===== src/rtl/cache_fill_ctrl.sv =====
// cache_fill_ctrl: single-outstanding miss handler between a client, a direct-mapped cache and an Avalon-MM read master
module cache_fill_ctrl #(
  parameter int SIZE_BLOCK = 32,
  parameter int BIT_TOTAL  = 24,
  parameter int CNT_W      = 32
) (
  input  logic                  clk,
  input  logic                  rst,
  input  logic                  req_valid,
  output logic                  req_ready,
  input  logic [BIT_TOTAL-1:0]  req_addr,
  output logic                  resp_valid,
  input  logic                  resp_ready,
  output logic [SIZE_BLOCK-1:0] resp_data,
  output logic                  resp_hit,
  output logic                  c_en,
  output logic                  c_wrt,
  output logic [BIT_TOTAL-1:0]  c_addr,
  output logic [SIZE_BLOCK-1:0] c_wdata,
  input  logic [SIZE_BLOCK-1:0] c_rdata,
  input  logic                  c_success,
  output logic                  avm_read,
  output logic [BIT_TOTAL-1:0]  avm_address,
  input  logic                  avm_waitrequest,
  input  logic [SIZE_BLOCK-1:0] avm_readdata,
  input  logic                  avm_readdatavalid,
  output logic [CNT_W-1:0]      hit_count,
  output logic [CNT_W-1:0]      miss_count
);
  typedef enum logic [2:0] {IDLE, LOOKUP, CHECK, MEM_REQ, MEM_WAIT, FILL, RESP} state_t;
  state_t state_q, state_d;
  logic [BIT_TOTAL-1:0] addr_q, addr_d;
  logic [SIZE_BLOCK-1:0] resp_data_q, resp_data_d, c_wdata_q, c_wdata_d;
  logic resp_hit_q, resp_hit_d;
  logic [CNT_W-1:0] hit_q, hit_d, miss_q, miss_d;
  logic req_ready_q, resp_valid_q, c_en_q, c_wrt_q, avm_read_q;
  logic [BIT_TOTAL-1:0] c_addr_q, avm_address_q;
  always_comb begin
    state_d = state_q;
    addr_d = addr_q;
    resp_data_d = resp_data_q;
    resp_hit_d = resp_hit_q;
    c_wdata_d = c_wdata_q;
    hit_d = hit_q;
    miss_d = miss_q;
    case (state_q)
      IDLE: if (req_valid) begin
        addr_d = req_addr;
        state_d = LOOKUP;
      end
      LOOKUP: state_d = CHECK;
      CHECK: if (c_success) begin
        resp_data_d = c_rdata;
        resp_hit_d = 1'b1;
        hit_d = &hit_q ? hit_q : hit_q + CNT_W'(1);
        state_d = RESP;
      end else begin
        miss_d = &miss_q ? miss_q : miss_q + CNT_W'(1);
        state_d = MEM_REQ;
      end
      MEM_REQ: state_d = avm_waitrequest ? MEM_REQ : MEM_WAIT;
      MEM_WAIT: if (avm_readdatavalid) begin
        resp_data_d = avm_readdata;
        c_wdata_d = avm_readdata;
        resp_hit_d = 1'b0;
        state_d = FILL;
      end
      FILL: state_d = RESP;
      RESP: state_d = resp_ready ? IDLE : RESP;
      default: state_d = IDLE;
    endcase
  end
  // Strobes are registered from the next state so they line up with the state they belong to.
  always_ff @(posedge clk or posedge rst) begin
    if (rst) begin
      state_q <= IDLE;
      addr_q <= '0;
      resp_data_q <= '0;
      resp_hit_q <= 1'b0;
      c_wdata_q <= '0;
      hit_q <= '0;
      miss_q <= '0;
      req_ready_q <= 1'b1;
      resp_valid_q <= 1'b0;
      c_en_q <= 1'b0;
      c_wrt_q <= 1'b0;
      avm_read_q <= 1'b0;
      c_addr_q <= '0;
      avm_address_q <= '0;
    end else begin
      state_q <= state_d;
      addr_q <= addr_d;
      resp_data_q <= resp_data_d;
      resp_hit_q <= resp_hit_d;
      c_wdata_q <= c_wdata_d;
      hit_q <= hit_d;
      miss_q <= miss_d;
      req_ready_q <= state_d == IDLE;
      resp_valid_q <= state_d == RESP;
      c_en_q <= state_d == LOOKUP || state_d == FILL;
      c_wrt_q <= state_d == FILL;
      avm_read_q <= state_d == MEM_REQ;
      c_addr_q <= (state_d == LOOKUP || state_d == FILL) ? addr_d : c_addr_q;
      avm_address_q <= state_d == MEM_REQ ? addr_d : avm_address_q;
    end
  end
  assign req_ready = req_ready_q;
  assign resp_valid = resp_valid_q;
  assign resp_data = resp_data_q;
  assign resp_hit = resp_hit_q;
  assign c_en = c_en_q;
  assign c_wrt = c_wrt_q;
  assign c_addr = c_addr_q;
  assign c_wdata = c_wdata_q;
  assign avm_read = avm_read_q;
  assign avm_address = avm_address_q;
  assign hit_count = hit_q;
  assign miss_count = miss_q;
endmodule


===== config.mk =====
export PLATFORM = sky130hd
export DESIGN_NAME = cache_fill_ctrl
export DESIGN_NICKNAME = d
export VERILOG_FILES = /design/src/rtl/cache_fill_ctrl.sv
export SDC_FILE = /design/constraint.sdc
export NUM_CORES = 1
export LEC_CHECK = 0
export CORE_AREA = 2 2 162 196
export CTS_BUF_LIST = sky130_fd_sc_hd__clkbuf_4 sky130_fd_sc_hd__clkbuf_8 sky130_fd_sc_hd__clkbuf_16
export DETAILED_ROUTE_END_ITERATION = 6
export DIE_AREA = 0 0 164 198
export PLACE_DENSITY = 0.52
export RECOVER_POWER = 100
export SLEW_MARGIN = 40
export SYNTH_ARGS = -nofsm -noshare
export SYNTH_HDL_FRONTEND = slang
export SYNTH_SLANG_ARGS = --single-unit

===== constraint.sdc =====
create_clock -name clk -period 21.5 [get_ports clk]
set_input_delay 6.45 -clock clk [delete_from_list [all_inputs] [get_ports clk]]
set_output_delay 6.45 -clock clk [all_outputs]
set_load 0.02 [all_outputs]

==> impl_metrics.tcl <==
set metrics [dict create \
    placementRows 71 \
    drive_gt1_share_pct 8.72 \
    r2r-end "resp_data[15]$_DFFE_PP0P_" \
    worstPathMaxFanout 142 \
    p_sw_share_pct 35.9 \
    slowest_stage "clkinvlp_2" \
    overflow 0 \
    power_density_nw_per_um2 132 \
    ant_nets 0 \
    min_path_cells 2 \
    finalSetupViolCount 0 \
    die_x_um 164 \
    fin_crit_ns 11.32 \
    root_buffer "clkbuf_16" \
    grt_max_degree 143 \
    vias 6512 \
    status "finished with violations" \
    design.core.area_um2 30800 \
    grt_use_total_pct 14.8 \
    regToRegSetupSlack_ns 16.38 \
    cp-start-kind "primary input" \
    p_switching_w 0.000602 \
    power_w 0.00168 \
    max_freq_ghz 0.0884 \
    yosys.cell_types.count 48 \
    post_cts_buffers 0 \
    maxSlewHeadroom_pct -331 \
    synthCells 752 \
    syn_to_final_growth_pct 44.7 \
    grt_setup_unrepaired "no" \
    die_h_um 198 \
    cts.clk_slew.worst_paths_ns 0.06 \
    path_buf_inv 2 \
    worstMarginPinSlew_ns 6.46 \
    hp-class "flop to flop" \
    n_fill_cell 2984 \
    cts_hold_buf 0 \
    ctsResizeCount 0 \
    numCtsBuffers 24 \
    fin_crit_sh_pct 52.6 \
    post_drt_wl_per_cell_um 16.7 \
    p_int_w 0.00108 \
    io_pins 277 \
    final_area_um2 12700 \
    htreeDepth 1 \
    finalSetupTns_ns 0 \
    r2r_start "state_q[2]$_DFF_PP0_" \
    drc_errors 0 \
    viasPerCell 4.50 \
    hold_viol_final 0 \
    dp_slack_ns 12.90 \
    dpl.hpwl_um 16700 \
    drv_cap 7 \
    clock_latency_ns 0.51 \
    cp.arrival_ns 10.73 \
    tritoncts "done" \
    initial_core_util_pct 28.4 \
    cts.path.max_buffers 3 \
    final_cells 1448 \
    crit_chain "dlygate4sd3_1 > clkinvlp_2" \
    antenna_found_initial 5 \
    avgSynthCellArea_um2 11.6 \
    fin_skew_ns 0.0102 \
    grt_pass1_wl_um 38100 \
    worstHoldStart "resp_data[27]$_DFFE_PP0P_" \
    cts.sinks 209 \
    seq_area_um2 5230 \
    endpoint_kind "asynchronous set/reset pin" \
    place.port_buffers 276 \
    drt_iter0_drc 303 \
    comb_power_share_pct 38.4 \
    gp_congestion 0.721 \
    yosysWarnings 0 \
    p_clk_share_pct 25.3 \
    synth_seq_cells 209 \
    worst_slack_ns 10.18 \
    place_area_um2 12000 \
    crit_required_ns 20.91 \
    max_stage_delay_ns 3.52 \
    ys_seq_area_share_pct 59.7 \
    holdPathEnd "resp_data[27]$_DFFE_PP0P_" \
    syn_area_um2 8760 \
    crit_family "buffers and inverters" \
    leakage_nw 5.76 \
    multi_input_area_um2 3170 \
    p_seq_share_pct 36.3 \
    layout.nets 1123 \
    synth_nets 849 \
    dp_cells 1401 \
    irDropWorstVdd_mv 0.0797 \
    first_pass_iters 4 \
    grt_pass1_vias 6778 \
    violations "max-capacitance violations, max-slew violations" \
    drt_wl_total_um 24200 \
    drv_slew 382 \
    rr_worst_depth 6 \
    dieArea_um2 32500 \
    crit_type "primary input to asynchronous set/reset pin" \
]
[synthesized netlist by cell type (all sizes together)]
cell type | number | area (um2)
nor4b | 1 | 8.76
o311ai | 1 | 16.3
nand2b | 2 | 12.5
a31oi | 3 | 31.3
xnor2 | 46 | 403
mux2 | 34 | 383
dfrtp | 208 | 5200
nand2 | 105 | 394
nand3 | 23 | 128
or3 | 5 | 31.3
o2111ai | 1 | 15.0
o21ai | 82 | 410
or4 | 1 | 11.3
a2111oi | 1 | 27.5
dfstp | 1 | 26.3
nor4 | 4 | 31.3
buf | 16 | 87.6
nor2 | 16 | 60.1
a211oi | 1 | 7.51
and3b | 1 | 8.76
a31o | 1 | 8.76
clkbuf | 19 | 71.3
or4b | 1 | 13.8
and2 | 5 | 31.3
nor4bb | 1 | 10.0
nor2b | 4 | 25.0
xor2 | 16 | 140
nand4 | 26 | 190
nor3 | 11 | 81.3
nor3b | 1 | 7.51
inv | 32 | 120
a21oi | 4 | 20.0
mux2i | 57 | 571
and4 | 7 | 62.6
and3 | 13 | 82.6
ha | 2 | 25.0
[power groups by stage]
stage | registers (W) | clock network, W | logic, W
6_report | 0.000609 | 0.000425 | 0.000644
3_5_place_dp | 0.000619 | 0 | 0.000696
5_1_grt | 0.000628 | 0.000457 | 0.000704
4_1_cts | 0.000615 | 0.000441 | 0.000698
2_1_floorplan | 0.000742 | 0 | 0.000242
3_3_place_gp | 0.000615 | 0 | 0.000693
[layer usage]
layer | track usage [%] | wire, um | part of all wire [%]
met2 | 24.9 | 11800 | 49
met3 | 5.05 | 2070 | 8.6
met4 | 4.26 | 512 | 2.1
met1 | 17.9 | 9790 | 41
met5 | 0 | 13 | 0.054
[worst max path at each step]
stage / start / cells past startpoint / slack, ns / endpoint
finish: rst / 2 / 10.18 / resp_data[0]$_DFFE_PP0P_
global route: rst / 2 / 8.98 / miss_count[17]$_DFFE_PP0P_
floorplan: rst / 1 / 9.34 / addr_q[0]$_DFF_PP0_
CTS: req_ready$_DFF_PP1_ / 1 / 13.31 / req_ready
detailed placement: c_success / 7 / 12.90 / hit_count[21]$_DFFE_PP0P_
global placement: rst / 3 / 12.78 / miss_count[12]$_DFFE_PP0P_
[cells by family (layout without fill, tap and decap cells)]
family / Yosys count / in the layout / share of synthesized area [%]
multiplexers: 91 / 91 / 10.9
other: 0 / 4 / 0
buffers and inverters: 67 / 358 / 3.19
flip-flops: 209 / 209 / 59.7
AND/OR/NAND/NOR: 227 / 227 / 13.6
AO/OA/AOI/OAI: 94 / 94 / 6.13
XOR/XNOR: 62 / 62 / 6.20
adder cells (fa/ha/maj): 2 / 2 / 0.286
[layout make-up]
class / count / area share (%)
Antenna cell: 4 / 0.0790
Clock buffer: 35 / 5.88
Clock inverter: 8 / 0.711
Inverter: 32 / 0.958
Multi-Input combinational cell: 476 / 25.0
Sequential cell: 209 / 41.3
Tap cell: 401 / 3.96
Timing Repair Buffer: 283 / 22.1
[cells in the final DEF, fill, tap and decap left out, types with 25 or more instances in the layout]
cell             count
inv_1               31
mux2_2              34
dlygate4sd3_1      187
clkdlybuf4s50_1     89
clkbuf_16           25
xnor2_1             46
nand2_1            105
dfrtp_1            208
o21ai_0             81
mux2i_1             57
[sequential cells by signal, summed over array words and instances, names as in the netlist]
| name | cells |
|---|---|
| c_addr | 24 |
| resp_hit | 1 |
| avm_read | 1 |
| avm_address | 24 |
| c_en | 1 |
| resp_valid | 1 |
| req_ready | 1 |
| resp_data | 32 |
| c_wrt | 1 |
| state_q | 3 |
| hit_count | 32 |
| miss_count | 32 |
| c_wdata | 32 |
| addr_q | 24 |
[worst reg2reg max path: stages (launching register included)]
cell and delay [ns]:
dfrtp_1 0.49, nor3b_2 0.20, buf_4 0.32, and2_0 1.35
nor2_4 0.39, clkbuf_1 1.76, o21ai_0 0.38
[through the flow]
step	utilization, %	hold WS [ns]
after floorplan	-	0.455
after global placement	38.7	0.459
after detailed placement	38.8	0.469
after CTS	41.5	0.483
after global routing	41.1	0.497
final	41.1	0.470
Note: power is estimated with default switching activity, not from simulation.
